--- src/rtl/adder_bist_if.sv ---
// Operand/result bus between the BIST engine and the adder under test.
interface adder_bist_if #(
  parameter int unsigned WIDTH = 6
);
  logic [WIDTH-1:0] x;
  logic [WIDTH-1:0] y;
  logic [WIDTH-1:0] s;
  logic             cout;

  modport master (output x, y, input  s, cout);
  modport slave  (input  x, y, output s, cout);
endinterface

--- src/rtl/adder_bist.sv ---
// Exhaustive BIST for a WIDTH-bit adder: sweeps every {x,y} pair, checks {cout,s}
// against x+y, and reports a saturating mismatch count plus the first failing vector.
module adder_bist #(
  parameter int unsigned WIDTH  = 6,
  parameter int unsigned SETTLE = 2,
  parameter int unsigned ERR_W  = 13
) (
  input  logic                 clk,
  input  logic                 rst_n,
  input  logic                 start,
  adder_bist_if.master         bus,
  output logic                 busy,
  output logic                 done,
  output logic                 pass,
  output logic [ERR_W-1:0]     err_count,
  output logic                 first_err_valid,
  output logic [2*WIDTH-1:0]   first_err_idx,
  output logic [WIDTH:0]       first_err_got
);

  localparam int unsigned IDX_W = 2 * WIDTH;
  localparam int unsigned RES_W = WIDTH + 1;
  localparam int unsigned CNT_W = (SETTLE > 1) ? $clog2(SETTLE) : 1;
  localparam logic [CNT_W-1:0] WAIT_LAST = CNT_W'(SETTLE - 1);

  localparam logic [2:0] S_IDLE  = 3'd0;
  localparam logic [2:0] S_APPLY = 3'd1;
  localparam logic [2:0] S_WAIT  = 3'd2;
  localparam logic [2:0] S_CHECK = 3'd3;
  localparam logic [2:0] S_DONE  = 3'd4;

  logic [2:0]       state_q, state_d;
  logic [IDX_W-1:0] idx_q, idx_d;
  logic [WIDTH-1:0] x_q, x_d, y_q, y_d;
  logic [CNT_W-1:0] cnt_q, cnt_d;
  logic [ERR_W-1:0] err_q, err_d;
  logic             fv_q, fv_d;
  logic [IDX_W-1:0] fidx_q, fidx_d;
  logic [RES_W-1:0] fgot_q, fgot_d;
  logic             pass_q, pass_d;
  logic             busy_q, busy_d;
  logic             done_q, done_d;
  logic [RES_W-1:0] exp_sum;
  logic [RES_W-1:0] got;
  logic             mismatch;

  // Next-state, sweep and result bookkeeping.
  always_comb begin
    state_d  = state_q;
    idx_d    = idx_q;
    x_d      = x_q;
    y_d      = y_q;
    cnt_d    = cnt_q;
    err_d    = err_q;
    fv_d     = fv_q;
    fidx_d   = fidx_q;
    fgot_d   = fgot_q;
    pass_d   = pass_q;
    exp_sum  = {1'b0, x_q} + {1'b0, y_q};
    got      = {bus.cout, bus.s};
    // Case inequality so an unknown adder output is flagged rather than ignored.
    mismatch = (got !== exp_sum);

    case (state_q)
      S_IDLE, S_DONE: begin
        if (start) begin
          state_d = S_APPLY;
          idx_d   = '0;
          x_d     = '0;
          y_d     = '0;
          err_d   = '0;
          fv_d    = 1'b0;
          fidx_d  = '0;
          fgot_d  = '0;
          pass_d  = 1'b0;
        end
      end
      S_APPLY: begin
        cnt_d   = '0;
        state_d = (SETTLE == 0) ? S_CHECK : S_WAIT;
      end
      S_WAIT: begin
        if (cnt_q == WAIT_LAST) begin
          state_d = S_CHECK;
        end else begin
          cnt_d = cnt_q + CNT_W'(1);
        end
      end
      S_CHECK: begin
        if (mismatch) begin
          if (err_q != '1) begin
            err_d = err_q + ERR_W'(1);
          end
          if (!fv_q) begin
            fv_d   = 1'b1;
            fidx_d = idx_q;
            fgot_d = got;
          end
        end
        if (idx_q == '1) begin
          state_d = S_DONE;
          pass_d  = (err_d == '0);
        end else begin
          idx_d   = idx_q + IDX_W'(1);
          x_d     = idx_d[IDX_W-1:WIDTH];
          y_d     = idx_d[WIDTH-1:0];
          state_d = S_APPLY;
        end
      end
      default: state_d = S_IDLE;
    endcase

    busy_d = (state_d == S_APPLY) || (state_d == S_WAIT) || (state_d == S_CHECK);
    done_d = (state_d == S_DONE);
  end

  always_ff @(posedge clk or negedge rst_n) begin
    if (!rst_n) begin
      state_q <= S_IDLE;
      idx_q   <= '0;
      x_q     <= '0;
      y_q     <= '0;
      cnt_q   <= '0;
      err_q   <= '0;
      fv_q    <= 1'b0;
      fidx_q  <= '0;
      fgot_q  <= '0;
      pass_q  <= 1'b0;
      busy_q  <= 1'b0;
      done_q  <= 1'b0;
    end else begin
      state_q <= state_d;
      idx_q   <= idx_d;
      x_q     <= x_d;
      y_q     <= y_d;
      cnt_q   <= cnt_d;
      err_q   <= err_d;
      fv_q    <= fv_d;
      fidx_q  <= fidx_d;
      fgot_q  <= fgot_d;
      pass_q  <= pass_d;
      busy_q  <= busy_d;
      done_q  <= done_d;
    end
  end

  assign bus.x           = x_q;
  assign bus.y           = y_q;
  assign busy            = busy_q;
  assign done            = done_q;
  assign pass            = pass_q;
  assign err_count       = err_q;
  assign first_err_valid = fv_q;
  assign first_err_idx   = fidx_q;
  assign first_err_got   = fgot_q;

endmodule

--- src/flat_wrapper.sv ---
// flat-port wrapper written by rule: the top's interface ports become plain ports
module adder_bist_flat 
#(
  parameter int unsigned WIDTH  = 6,
  parameter int unsigned SETTLE = 2,
  parameter int unsigned ERR_W  = 13
)
  (clk, rst_n, start, busy, done, pass, err_count, first_err_valid, first_err_idx, first_err_got, bus_x, bus_y, bus_s, bus_cout);
  adder_bist_if #(.WIDTH(WIDTH)) bus_i ();
  input  logic clk;
  input  logic rst_n;
  input  logic start;
  output logic busy;
  output logic done;
  output logic pass;
  output logic [ERR_W-1:0] err_count;
  output logic first_err_valid;
  output logic [2*WIDTH-1:0] first_err_idx;
  output logic [WIDTH:0] first_err_got;
  output wire logic [$bits(bus_i.x)-1:0] bus_x;
  output wire logic [$bits(bus_i.y)-1:0] bus_y;
  input wire logic [$bits(bus_i.s)-1:0] bus_s;
  input wire logic [$bits(bus_i.cout)-1:0] bus_cout;
  assign bus_x = bus_i.x;
  assign bus_y = bus_i.y;
  assign bus_i.s = bus_s;
  assign bus_i.cout = bus_cout;
  adder_bist #(.WIDTH(WIDTH), .SETTLE(SETTLE), .ERR_W(ERR_W)) u_core (.clk(clk), .rst_n(rst_n), .start(start), .bus(bus_i), .busy(busy), .done(done), .pass(pass), .err_count(err_count), .first_err_valid(first_err_valid), .first_err_idx(first_err_idx), .first_err_got(first_err_got));
endmodule
--- config.mk ---
export PLATFORM = sky130hd
export DESIGN_NAME = adder_bist_flat
export DESIGN_NICKNAME = d
export VERILOG_FILES = /design/src/rtl/adder_bist_if.sv /design/src/rtl/adder_bist.sv /design/src/flat_wrapper.sv
export SDC_FILE = /design/constraint.sdc
export NUM_CORES = 1
export LEC_CHECK = 0
export CORE_ASPECT_RATIO = 0.9
export CORE_MARGIN = 2
export CORE_UTILIZATION = 56
export CTS_CLUSTER_DIAMETER = 120
export DETAILED_ROUTE_END_ITERATION = 8
export MAX_ROUTING_LAYER = met4
export PLACE_DENSITY_LB_ADDON = 0.25
export SLEW_MARGIN = 15
export SYNTH_ARGS = -nofsm -noshare
export SYNTH_HDL_FRONTEND = slang
export SYNTH_SLANG_ARGS = --single-unit
--- constraint.sdc ---
create_clock -name clk -period 7.85 [get_ports clk]
set_input_delay 1.57 -clock clk [delete_from_list [all_inputs] [get_ports clk]]
set_output_delay 1.57 -clock clk [all_outputs]
set_load 0.02 [all_outputs]
==> impl_metrics.env <==
export IMPL_cp_arrival_ns=3.81
export IMPL_drt_wl_total_microns=7080
export IMPL_synth_most_common_cell="dfrtp_1"
export IMPL_grt_pass1_vias=2395
export IMPL_syn_inst=333
export IMPL_core_area_sq_um=5190
export IMPL_yosysWarnings=0
export IMPL_postRouteAntennaNets=0
export IMPL_cts_setup_buffers=0
export IMPL_clk_latency_ns=0.30
export IMPL_post_route_period_util_pct=46.0
export IMPL_drtIter0Drc=246
export IMPL_postCtsHoldBufs=0
export IMPL_grt_use_total_pct=25.7
export IMPL_setup_tns_ns=0
export IMPL_firstDrtPassIters=5
export IMPL_p_sw_mw=0.393
export IMPL_fin_skew_ns=0.00572
export IMPL_cts_clk_slew_worst_paths_ns=0.09
export IMPL_synth_area_top_cells="dfrtp_1 (44%), nand3_1 (4.5%), o21ai_0 (4.2%), nor2_1 (3.9%), inv_1 (3.8%)"
export IMPL_met3_length_microns=406
export IMPL_internal_power_mw=0.535
export IMPL_die_area_sq_um=5930
export IMPL_die_y_microns=73.3
export IMPL_start_util_pct=57.5
export IMPL_fin_crit_ns=3.61
export IMPL_timing_fmax_ghz=0.277
export IMPL_grt_max_degree=53
export IMPL_route_detailed_wl_per_inst_microns=15.7
export IMPL_synth_seq_cells=52
export IMPL_drive_gt1_share_pct=6.23
export IMPL_cts_buffer_depth=2
export IMPL_worstSetupEndpointType="flop"
export IMPL_synth_async_sr_flop_share_pct=100
export IMPL_htreeDepth=2
export IMPL_finalSetupViolations=0
export IMPL_cts_tree="done"
export IMPL_yosys_area_top_type="dfrtp_1"
export IMPL_p_seq_share_pct=40.4
export IMPL_slew_viol_final=0
export IMPL_antenna_found_initial=0
export IMPL_dr_total_vias=2643
export IMPL_met2_wirelength_microns=3230
export IMPL_cts_root_buffer="clkbuf_8"
export IMPL_powerDensity_nw_per_um2=252
export IMPL_tightest_slew_ns=0.678
export IMPL_synth_edf_count=0
export IMPL_clock_sink_count=52
export IMPL_highest_layer="met4"
export IMPL_cp_required_ns=8.05
export IMPL_gp_congestion=0.966
export IMPL_grt_pass1_wl_microns=11600
export IMPL_ff2ff_setup_slack_ns=4.81
export IMPL_cts_resized=0
export IMPL_vias_per_cell=5.85
export IMPL_die_width_microns=81.0
export IMPL_hp_class="reg -> reg"
export IMPL_ys_seq_area_share_pct=43.6
export IMPL_synth_area_per_cell_sq_um=8.97
export IMPL_dpl_cell_count=444
export IMPL_antennaDiodeCount=0
export IMPL_start_kind="input pin"
export IMPL_io_pins=58
export IMPL_status="completed"
export IMPL_syn_cell_area_sq_um=2990
export IMPL_post_dp_hpwl_microns=5020
export IMPL_crit_path_max_incr_delay_ns=0.55
export IMPL_rows=25
export IMPL_rsz0062_at_grt="no"
export IMPL_fin_cells=452
export IMPL_synth_cell_types=54
export IMPL_hold_viol_final=0
export IMPL_critPathMaxFanout=16
export IMPL_area_delta_synth_final_pct=23.1
export IMPL_wl_met1_microns=3390
export IMPL_p_comb_share_pct=43.3
export IMPL_syn_nets=352
export IMPL_place_port_buffers=57
export IMPL_drv_cap=0
export IMPL_worstPathCellList="clkdlybuf4s50_1 > nor3b_1 > or2_2 > o211ai_1 > and2_1 > a21oi_4 > and4_1 > o21ai_1 > a22o_1"
export IMPL_clock_power_share_pct=16.3
export IMPL_power_leakage_nw=1.52
export IMPL_crit_slowest_cell="clkdlybuf4s50_1"
export IMPL_max_slew_margin_pct=54.6
export IMPL_synth_top_area_share_pct=43.6
export IMPL_grt_overflow=0
export IMPL_post_route_drc_count=0
export IMPL_switching_share_pct=42.3
export IMPL_cts_buffers_inserted=5
export IMPL_synth_commonest_cells="dfrtp_1 (52), nor2_1 (31), inv_1 (30)"
export IMPL_finalNetCount=403
export IMPL_ir_worst_vdd_mv=0.137
export IMPL_worstSetupPathType="in -> reg"
export IMPL_synthFlopType="dfrtp_1"
final cells by class:
cell class,count,area (sq um)
clock buffers,5,68.8
well taps,67,83.8
clock inverters,3,18.8
flip-flops and latches,52,1300
multi-input cells,235,1500
inverters,30,113
repair buffers,60,588
fillers,396,1520
path summary, 6_finish.rpt:
| path | from | end | cells after the start |
|---|---|---|---|
| worst max register to register | u_core.bus.x[0] | u_core.err_count[7] | 11 |
| max in group asynchronous | rst_n | u_core.bus.y[0] | 2 |
| worst min register to register | u_core.state_q[2] | u_core.state_q[1] | 1 |
| min in group asynchronous | rst_n | u_core.first_err_idx[4] | 2 |
| worst min-delay path | u_core.state_q[2] | u_core.state_q[1] | 1 |
| worst max-delay path | bus_cout | u_core.err_count[7] | 9 |
flip-flops by register name, summed over array words and instances (netlist names), 3 cells and up:
signal / cells
u_core.bus.x: 6
u_core.bus.y: 5
u_core.err_count: 13
u_core.first_err_got: 7
u_core.first_err_idx: 12
u_core.state_q: 3
routing by layer:
| metal | track usage (%) | vias to the layer above |
|---|---|---|
| met2 | 37.7 | 88 |
| li1 | - | 1287 |
| met3 | 2.95 | 6 |
| met5 | - | - |
| met4 | 4.71 | 0 |
| met1 | 39.2 | 1262 |
placed cells by master, fill, tap and decap left out, drive strengths merged, types with 4 or more instances in the layout:
cell type,instances
and4,5
clkdlybuf4s50,56
dfrtp,52
o21ai,37
a21o,5
nand4,9
ha,8
nor2,31
nand3,27
nand2,23
xnor2,11
clkbuf,5
buf,4
nor3,6
inv,30
or3,4
xor2,8
o211ai,4
a21oi,11
and3,4
o31ai,5
per-stage QoR:
| stage | hold WS (ns) | instance area, sq um | total power, mW | utilization (%) | setup WS, ns |
|---|---|---|---|---|---|
| after floorplan | 0.447 | 2990 | 0.635 | - | 4.63 |
| after global placement | 0.475 | 3590 | 0.768 | 69.1 | 4.01 |
| after detailed placement | 0.498 | 3590 | 0.779 | 69.1 | 3.96 |
| after CTS | 0.513 | 3680 | 0.929 | 70.8 | 4.26 |
| after global routing | 0.531 | 3680 | 0.988 | 70.8 | 4.09 |
| final | 0.514 | 3680 | 0.927 | 70.8 | 4.24 |
critical path, delay by kind of cell:
kind	cells	cell delay, ns
simple gates	4	0.93
compound gates	4	0.76
buf+inv	1	0.55
power groups by stage:
stage	Combinational [mW]	Sequential, mW	Clock (mW)
finish	0.401	0.375	0.151
global route	0.443	0.382	0.163
CTS	0.402	0.374	0.154
detailed placement	0.400	0.379	0
global placement	0.392	0.376	0
floorplan	0.234	0.401	0
cells by family (layout without fill, tap and decap cells):
| family | Yosys count | after routing | synth area share, % |
|---|---|---|---|
| buf+inv | 46 | 98 | 6.37 |
| fa+ha+maj | 9 | 9 | 4.02 |
| xor+xnor | 19 | 19 | 5.57 |
| compound gates | 83 | 83 | 18.7 |
| simple gates | 121 | 121 | 20.5 |
| flops | 52 | 52 | 43.6 |
| mux | 3 | 3 | 1.21 |
(Power assumes the default switching activity.)
